--- src/rtl/ahb_pkg.sv ---
`default_nettype none
// ============================================================================
// Module   : ahb_pkg
// Purpose  : AHB-Lite encodings and the transfer alignment helper.
// Revision : 1.0 - initial release
// ============================================================================
package ahb_pkg;

    localparam logic [1:0] HTRANS_IDLE   = 2'b00;
    localparam logic [1:0] HTRANS_BUSY   = 2'b01;
    localparam logic [1:0] HTRANS_NONSEQ = 2'b10;
    localparam logic [1:0] HTRANS_SEQ    = 2'b11;

    localparam logic [2:0] HSIZE_BYTE = 3'b000;
    localparam logic [2:0] HSIZE_HALF = 3'b001;
    localparam logic [2:0] HSIZE_WORD = 3'b010;

    localparam logic [2:0] HBURST_SINGLE = 3'b000;

    localparam logic [1:0] HRESP_OKAY  = 2'b00;
    localparam logic [1:0] HRESP_ERROR = 2'b01;

    // Sizes wider than a word are never legal on this 32-bit bus.
    function automatic logic ahb_aligned(input logic [2:0] size, input logic [1:0] addr_lo);
        logic ok;
        case (size)
            HSIZE_BYTE: ok = 1'b1;
            HSIZE_HALF: ok = ~addr_lo[0];
            HSIZE_WORD: ok = (addr_lo == 2'b00);
            default:    ok = 1'b0;
        endcase
        return ok;
    endfunction

endpackage
`default_nettype wire

--- src/rtl/ahb_cmd_master_if.sv ---
`default_nettype none
// ============================================================================
// Module   : ahb_cmd_master_if
// Purpose  : Command/response port plus AHB-Lite master-side bus signals.
// Revision : 1.0 - initial release
// ============================================================================
interface ahb_cmd_master_if #(
    parameter int P_ADDR_W = 32
);
    logic                cmd_valid;
    logic                cmd_ready;
    logic                cmd_write;
    logic [P_ADDR_W-1:0] cmd_addr;
    logic [2:0]          cmd_size;
    logic [31:0]         cmd_wdata;

    logic                rsp_valid;
    logic [31:0]         rsp_rdata;
    logic                rsp_error;

    logic [P_ADDR_W-1:0] HADDR;
    logic [1:0]          HTRANS;
    logic                HWRITE;
    logic [2:0]          HSIZE;
    logic [2:0]          HBURST;
    logic [31:0]         HWDATA;
    logic [31:0]         HRDATA;
    logic [1:0]          HRESP;
    logic                HREADY;

    modport master (
        input  cmd_valid, cmd_write, cmd_addr, cmd_size, cmd_wdata,
        output cmd_ready,
        output rsp_valid, rsp_rdata, rsp_error,
        output HADDR, HTRANS, HWRITE, HSIZE, HBURST, HWDATA,
        input  HRDATA, HRESP, HREADY
    );

    modport slave (
        output cmd_valid, cmd_write, cmd_addr, cmd_size, cmd_wdata,
        input  cmd_ready,
        input  rsp_valid, rsp_rdata, rsp_error,
        input  HADDR, HTRANS, HWRITE, HSIZE, HBURST, HWDATA,
        output HRDATA, HRESP, HREADY
    );
endinterface
`default_nettype wire

--- src/rtl/ahb_cmd_master.sv ---
`default_nettype none
// ============================================================================
// Module   : ahb_cmd_master
// Purpose  : valid/ready command stream to pipelined AHB-Lite single transfers,
//            one in-order response per command.
// Revision : 1.0 - initial release
// ============================================================================
module ahb_cmd_master
    import ahb_pkg::*;
#(
    parameter int P_ADDR_W      = 32,
    parameter bit P_CHECK_ALIGN = 1'b1
) (
    input  wire logic        HCLK,
    input  wire logic        HRESET,
    ahb_cmd_master_if.master bus
);

    logic [1:0]          ap_trans_q, ap_trans_d;
    logic [P_ADDR_W-1:0] ap_addr_q,  ap_addr_d;
    logic                ap_write_q, ap_write_d;
    logic [2:0]          ap_size_q,  ap_size_d;
    logic [31:0]         ap_wdata_q, ap_wdata_d;

    logic                dp_valid_q, dp_valid_d;
    logic                dp_write_q, dp_write_d;
    logic [31:0]         hwdata_q,   hwdata_d;

    logic                rsp_valid_q, rsp_valid_d;
    logic [31:0]         rsp_rdata_q, rsp_rdata_d;
    logic                rsp_error_q, rsp_error_d;

    logic w_aligned;
    logic w_pipe_busy;
    logic w_cmd_ready;
    logic w_accept;
    logic w_dp_done;

    assign w_aligned   = (P_CHECK_ALIGN == 1'b0) || ahb_aligned(bus.cmd_size, bus.cmd_addr[1:0]);
    assign w_pipe_busy = (ap_trans_q == HTRANS_NONSEQ) || dp_valid_q;
    // A misaligned command must wait for an empty pipe so its response stays in order.
    assign w_cmd_ready = bus.HREADY && !HRESET && !(!w_aligned && w_pipe_busy);
    assign w_accept    = bus.cmd_valid && w_cmd_ready;
    assign w_dp_done   = dp_valid_q && bus.HREADY;

    always_comb begin
        ap_trans_d  = ap_trans_q;
        ap_addr_d   = ap_addr_q;
        ap_write_d  = ap_write_q;
        ap_size_d   = ap_size_q;
        ap_wdata_d  = ap_wdata_q;
        dp_valid_d  = dp_valid_q;
        dp_write_d  = dp_write_q;
        hwdata_d    = hwdata_q;
        rsp_valid_d = 1'b0;
        rsp_rdata_d = 32'h0;
        rsp_error_d = 1'b0;

        if (bus.HREADY) begin
            dp_valid_d = (ap_trans_q == HTRANS_NONSEQ);
            dp_write_d = ap_write_q;
            hwdata_d   = ap_wdata_q;
            ap_trans_d = HTRANS_IDLE;
            if (w_accept && w_aligned) begin
                ap_trans_d = HTRANS_NONSEQ;
                ap_addr_d  = bus.cmd_addr;
                ap_write_d = bus.cmd_write;
                ap_size_d  = bus.cmd_size;
                ap_wdata_d = bus.cmd_wdata;
            end
        end

        if (w_dp_done) begin
            rsp_valid_d = 1'b1;
            rsp_error_d = (bus.HRESP == HRESP_ERROR);
            rsp_rdata_d = dp_write_q ? 32'h0 : bus.HRDATA;
        end else if (w_accept && !w_aligned) begin
            rsp_valid_d = 1'b1;
            rsp_error_d = 1'b1;
        end
    end

    always_ff @(posedge HCLK) begin
        if (HRESET) begin
            ap_trans_q  <= HTRANS_IDLE;
            ap_addr_q   <= '0;
            ap_write_q  <= 1'b0;
            ap_size_q   <= HSIZE_WORD;
            ap_wdata_q  <= 32'h0;
            dp_valid_q  <= 1'b0;
            dp_write_q  <= 1'b0;
            hwdata_q    <= 32'h0;
            rsp_valid_q <= 1'b0;
            rsp_rdata_q <= 32'h0;
            rsp_error_q <= 1'b0;
        end else begin
            ap_trans_q  <= ap_trans_d;
            ap_addr_q   <= ap_addr_d;
            ap_write_q  <= ap_write_d;
            ap_size_q   <= ap_size_d;
            ap_wdata_q  <= ap_wdata_d;
            dp_valid_q  <= dp_valid_d;
            dp_write_q  <= dp_write_d;
            hwdata_q    <= hwdata_d;
            rsp_valid_q <= rsp_valid_d;
            rsp_rdata_q <= rsp_rdata_d;
            rsp_error_q <= rsp_error_d;
        end
    end

    assign bus.cmd_ready = w_cmd_ready;
    assign bus.rsp_valid = rsp_valid_q;
    assign bus.rsp_rdata = rsp_rdata_q;
    assign bus.rsp_error = rsp_error_q;
    assign bus.HTRANS    = ap_trans_q;
    assign bus.HADDR     = ap_addr_q;
    assign bus.HWRITE    = ap_write_q;
    assign bus.HSIZE     = ap_size_q;
    assign bus.HBURST    = HBURST_SINGLE;
    assign bus.HWDATA    = hwdata_q;

endmodule
`default_nettype wire

--- src/flat_wrapper.sv ---
// flat-port wrapper written by rule: the top's interface ports become plain ports
module ahb_cmd_master_flat import ahb_pkg::*;
#(
    parameter int P_ADDR_W      = 32,
    parameter bit P_CHECK_ALIGN = 1'b1
)
  (HCLK, HRESET, bus_cmd_valid, bus_cmd_write, bus_cmd_addr, bus_cmd_size, bus_cmd_wdata, bus_cmd_ready, bus_rsp_valid, bus_rsp_rdata, bus_rsp_error, bus_HADDR, bus_HTRANS, bus_HWRITE, bus_HSIZE, bus_HBURST, bus_HWDATA, bus_HRDATA, bus_HRESP, bus_HREADY);
  ahb_cmd_master_if #(.P_ADDR_W(P_ADDR_W)) bus_i ();
  input  wire logic HCLK;
  input  wire logic HRESET;
  input wire logic [$bits(bus_i.cmd_valid)-1:0] bus_cmd_valid;
  input wire logic [$bits(bus_i.cmd_write)-1:0] bus_cmd_write;
  input wire logic [$bits(bus_i.cmd_addr)-1:0] bus_cmd_addr;
  input wire logic [$bits(bus_i.cmd_size)-1:0] bus_cmd_size;
  input wire logic [$bits(bus_i.cmd_wdata)-1:0] bus_cmd_wdata;
  output wire logic [$bits(bus_i.cmd_ready)-1:0] bus_cmd_ready;
  output wire logic [$bits(bus_i.rsp_valid)-1:0] bus_rsp_valid;
  output wire logic [$bits(bus_i.rsp_rdata)-1:0] bus_rsp_rdata;
  output wire logic [$bits(bus_i.rsp_error)-1:0] bus_rsp_error;
  output wire logic [$bits(bus_i.HADDR)-1:0] bus_HADDR;
  output wire logic [$bits(bus_i.HTRANS)-1:0] bus_HTRANS;
  output wire logic [$bits(bus_i.HWRITE)-1:0] bus_HWRITE;
  output wire logic [$bits(bus_i.HSIZE)-1:0] bus_HSIZE;
  output wire logic [$bits(bus_i.HBURST)-1:0] bus_HBURST;
  output wire logic [$bits(bus_i.HWDATA)-1:0] bus_HWDATA;
  input wire logic [$bits(bus_i.HRDATA)-1:0] bus_HRDATA;
  input wire logic [$bits(bus_i.HRESP)-1:0] bus_HRESP;
  input wire logic [$bits(bus_i.HREADY)-1:0] bus_HREADY;
  assign bus_i.cmd_valid = bus_cmd_valid;
  assign bus_i.cmd_write = bus_cmd_write;
  assign bus_i.cmd_addr = bus_cmd_addr;
  assign bus_i.cmd_size = bus_cmd_size;
  assign bus_i.cmd_wdata = bus_cmd_wdata;
  assign bus_cmd_ready = bus_i.cmd_ready;
  assign bus_rsp_valid = bus_i.rsp_valid;
  assign bus_rsp_rdata = bus_i.rsp_rdata;
  assign bus_rsp_error = bus_i.rsp_error;
  assign bus_HADDR = bus_i.HADDR;
  assign bus_HTRANS = bus_i.HTRANS;
  assign bus_HWRITE = bus_i.HWRITE;
  assign bus_HSIZE = bus_i.HSIZE;
  assign bus_HBURST = bus_i.HBURST;
  assign bus_HWDATA = bus_i.HWDATA;
  assign bus_i.HRDATA = bus_HRDATA;
  assign bus_i.HRESP = bus_HRESP;
  assign bus_i.HREADY = bus_HREADY;
  ahb_cmd_master #(.P_ADDR_W(P_ADDR_W), .P_CHECK_ALIGN(P_CHECK_ALIGN)) u_core (.HCLK(HCLK), .HRESET(HRESET), .bus(bus_i));
endmodule
--- config.mk ---
export PLATFORM = sky130hd
export DESIGN_NAME = ahb_cmd_master_flat
export DESIGN_NICKNAME = d
export VERILOG_FILES = /design/src/rtl/ahb_pkg.sv /design/src/rtl/ahb_cmd_master_if.sv /design/src/rtl/ahb_cmd_master.sv /design/src/flat_wrapper.sv
export SDC_FILE = /design/constraint.sdc
export NUM_CORES = 1
export LEC_CHECK = 0
export BUFFER_PORTS_ARGS = -buffer_cell sky130_fd_sc_hd__buf_2
export CORE_MARGIN = 2
export CORE_UTILIZATION = 47
export DETAILED_ROUTE_END_ITERATION = 12
export PLACE_DENSITY_LB_ADDON = 0.1
export SYNTH_ARGS = -nofsm -noshare
export SYNTH_HDL_FRONTEND = slang
export SYNTH_SLANG_ARGS = --single-unit
--- constraint.sdc ---
create_clock -name HCLK -period 2 [get_ports HCLK]
set_input_delay 0.3 -clock HCLK [delete_from_list [all_inputs] [get_ports HCLK]]
set_output_delay 0.3 -clock HCLK [all_outputs]
set_load 0.05 [all_outputs]
==> results_dict.tcl <==
set metrics [dict create \
    status "finished clean" \
    synth_flop_cell "dfxtp_1" \
    cp.buffers_inverters 1 \
    fin_crit_sh_pct 85.2 \
    cts.clk_slew.worst_paths_ps 60 \
    clockBufferDepth 2 \
    hpwlAfterDp_um 7840 \
    rows 37 \
    critPathArrivalTime_ps 1400 \
    multi_input_area_um2 2070 \
    pwr-share-seq_pct 43.8 \
    holdCritPathClass "in -> reg" \
    crit_path_frequent_cell "nor2_1" \
    yosys_warnings 0 \
    power_density_nw_per_um2 907 \
    diodes 0 \
    final_common_cell "buf_2" \
    yosysUniqueCellTypes 27 \
    setup_tns_ps 0 \
    dieWidth_um 107 \
    synth_edf_count 0 \
    crit_chain "nor2_1 -> nor3_1 -> nor2_1 -> buf_2" \
    syn2layout_area_growth_pct 41.8 \
    period_minus_slack_ps 1700 \
    setup_slack_ps 297 \
    postCtsSetupBuffers 0 \
    cp_max_fo 5 \
    cp_slowest_stage_delay_ps 350 \
    fmax_mhz 587 \
    hold_violations 0 \
    grt_max_degree 73 \
    nNetsFinal 768 \
    worst_pin_slew_ps 725 \
    die-area_um2 11400 \
    syn_area_per_cell_um2 11.8 \
    clkLatencyLatePin_ps 500 \
    grt_usage_pct 20.9 \
    crit_family "flip-flops" \
    syn_inst 420 \
    htree_levels 4 \
    switching_power_w 0.00146 \
    end_kind "output pin" \
    via_count 3754 \
    die_h_um 107 \
    power_w 0.00638 \
    initial_core_util_pct 48.3 \
    final_antenna_net_count 0 \
    drt-pass1-iter-count 4 \
    rrSetupSlack_ps 880 \
    pin_count 214 \
    seq_area_um2 2740 \
    required_ps 1700 \
    drive_gt1_share_pct 47.0 \
    cts_root_buf "clkbuf_8" \
    drt-initial-drc-count 106 \
    via_per_inst 4.63 \
    dp_slack_ps 298 \
    grt_antenna_before_repair 0 \
    slowest_stage "dfxtp_1" \
    grt_pass1_vias 3909 \
    maxCapViolations 0 \
    relSlewSlack_pct 51.7 \
    ir_drop_uv 565 \
    grt_overflow 0 \
    async_reset_ff_share_pct 0 \
    clock_skew_ps 9.71 \
    wl_per_cell_um 14.7 \
    setup_violations 0 \
    leakagePower_nw 3.57 \
    cts-buffers-inserted 17 \
    syn_area_um2 4960 \
    io_buffers 209 \
    pwr-share-clk_pct 48.8 \
    cts_resized 0 \
    worstSetupPathType "reg -> out" \
    cts_tree "built" \
    cts_hold_buffers 33 \
    drcViolationCount 0 \
    grt_setup_unrepaired "no" \
    routed_wl_um 11900 \
    report.final.slew_viol_count 0 \
    gp_congestion 0.760 \
    switching_share_pct 22.8 \
    combPwrFrac_pct 7.4 \
    fillers 800 \
    yosysSeqAreaShare_pct 55.3 \
    coreArea_um2 10300 \
    grt_pass1_wl_um 18700 \
    clkSinkCount 137 \
    internal-power_w 0.00492 \
    crit_path_start_kind "flip-flop" \
    ys_ff_latch 137 \
    final_cell_mix "buf_2, dfxtp_1, nor2b_1, mux2_2, nor2_1" \
]
-- cell type report --
type	count	area share, %
Sequential cell	137	39.0
Multi-Input combinational cell	256	29.5
Timing Repair Buffer	249	20.6
Clock buffer	18	6.08
Clock inverter	14	2.42
Tap cell	136	2.42
Inverter	1	0.0534
-- worst paths after layout --
path / from / end / cells after the start
min: bus_cmd_wdata[9] / u_core.ap_wdata_q[9]$_SDFFE_PP0P_ / 2
max: u_core.bus.HTRANS[1]$_SDFFE_PP0P_ / bus_cmd_ready / 4
min reg2reg: u_core.ap_wdata_q[7]$_SDFFE_PP0P_ / u_core.bus.HWDATA[7]$_SDFFE_PP0P_ / 2
max reg2reg: u_core.dp_valid_q$_SDFFE_PP0P_ / u_core.bus.rsp_rdata[13]$_SDFF_PP0_ / 3
-- metrics by stage --
step	hold WS (ps)	instances	util [%]	cell area, um^2
2_1_floorplan	388	423	-	4970
3_3_place_gp	466	745	59.3	6100
3_5_place_dp	475	745	59.3	6100
4_1_cts	5.79	810	68.4	7030
5_1_grt	0.367	811	68.5	7040
6_report	23.5	811	68.5	7040
-- synth_stat cells (all sizes together), types with 2 or more instances --
master | number | share of area, %
buf | 20 | 2.7
mux2 | 66 | 16
dfxtp | 137 | 55
and2 | 32 | 4.0
nor2 | 38 | 2.9
nor2b | 67 | 8.4
clkbuf | 9 | 0.68
mux2i | 35 | 7.1
nand2b | 2 | 0.25
o211ai | 2 | 0.40
-- power by group through the flow --
stage / clock network [W] / logic, W / registers, W
2_1_floorplan: 0 / 0.000172 / 0.00294
3_3_place_gp: 0 / 0.000412 / 0.00285
3_5_place_dp: 0 / 0.000420 / 0.00285
4_1_cts: 0.00318 / 0.000472 / 0.00279
5_1_grt: 0.00330 / 0.000504 / 0.00280
6_report: 0.00311 / 0.000474 / 0.00279
-- worst reg2reg max path, stage by stage (launching register included) --
cell and delay, ps:
dfxtp_1 410, nor3b_2 190, buf_4 280, and2_1 200
-- cell families (layout without fill, tap and decap cells) --
family / after synthesis / in the layout / synth area share, %
AO/OA/AOI/OAI: 6 / 6 / 1.08
buffers and inverters: 30 / 282 / 3.43
flip-flops: 137 / 137 / 55.3
multiplexers: 101 / 101 / 23.4
other: 1 / 4 / 0.0756
AND/OR/NAND/NOR: 145 / 145 / 16.7
-- routing by layer --
layer / vias up / wire length [um] / global-route usage [%]
met1: 1718 / 4850 / 23.1
met3: 23 / 1020 / 8.63
met2: 149 / 5750 / 35.5
met5: - / 0 / 0
met4: 0 / 300 / 8.63
li1: 1864 / - / -
-- state kept, by name, summed over array words and instances (netlist names) --
name,cells
u_core.bus.HTRANS,1
u_core.ap_wdata_q,32
u_core.bus.HSIZE,3
u_core.bus.rsp_valid,1
u_core.bus.HWRITE,1
u_core.bus.rsp_rdata,32
u_core.bus.HADDR,32
u_core.dp_write_q,1
u_core.bus.rsp_error,1
u_core.bus.HWDATA,32
u_core.dp_valid_q,1
(Power assumes the default switching activity.)
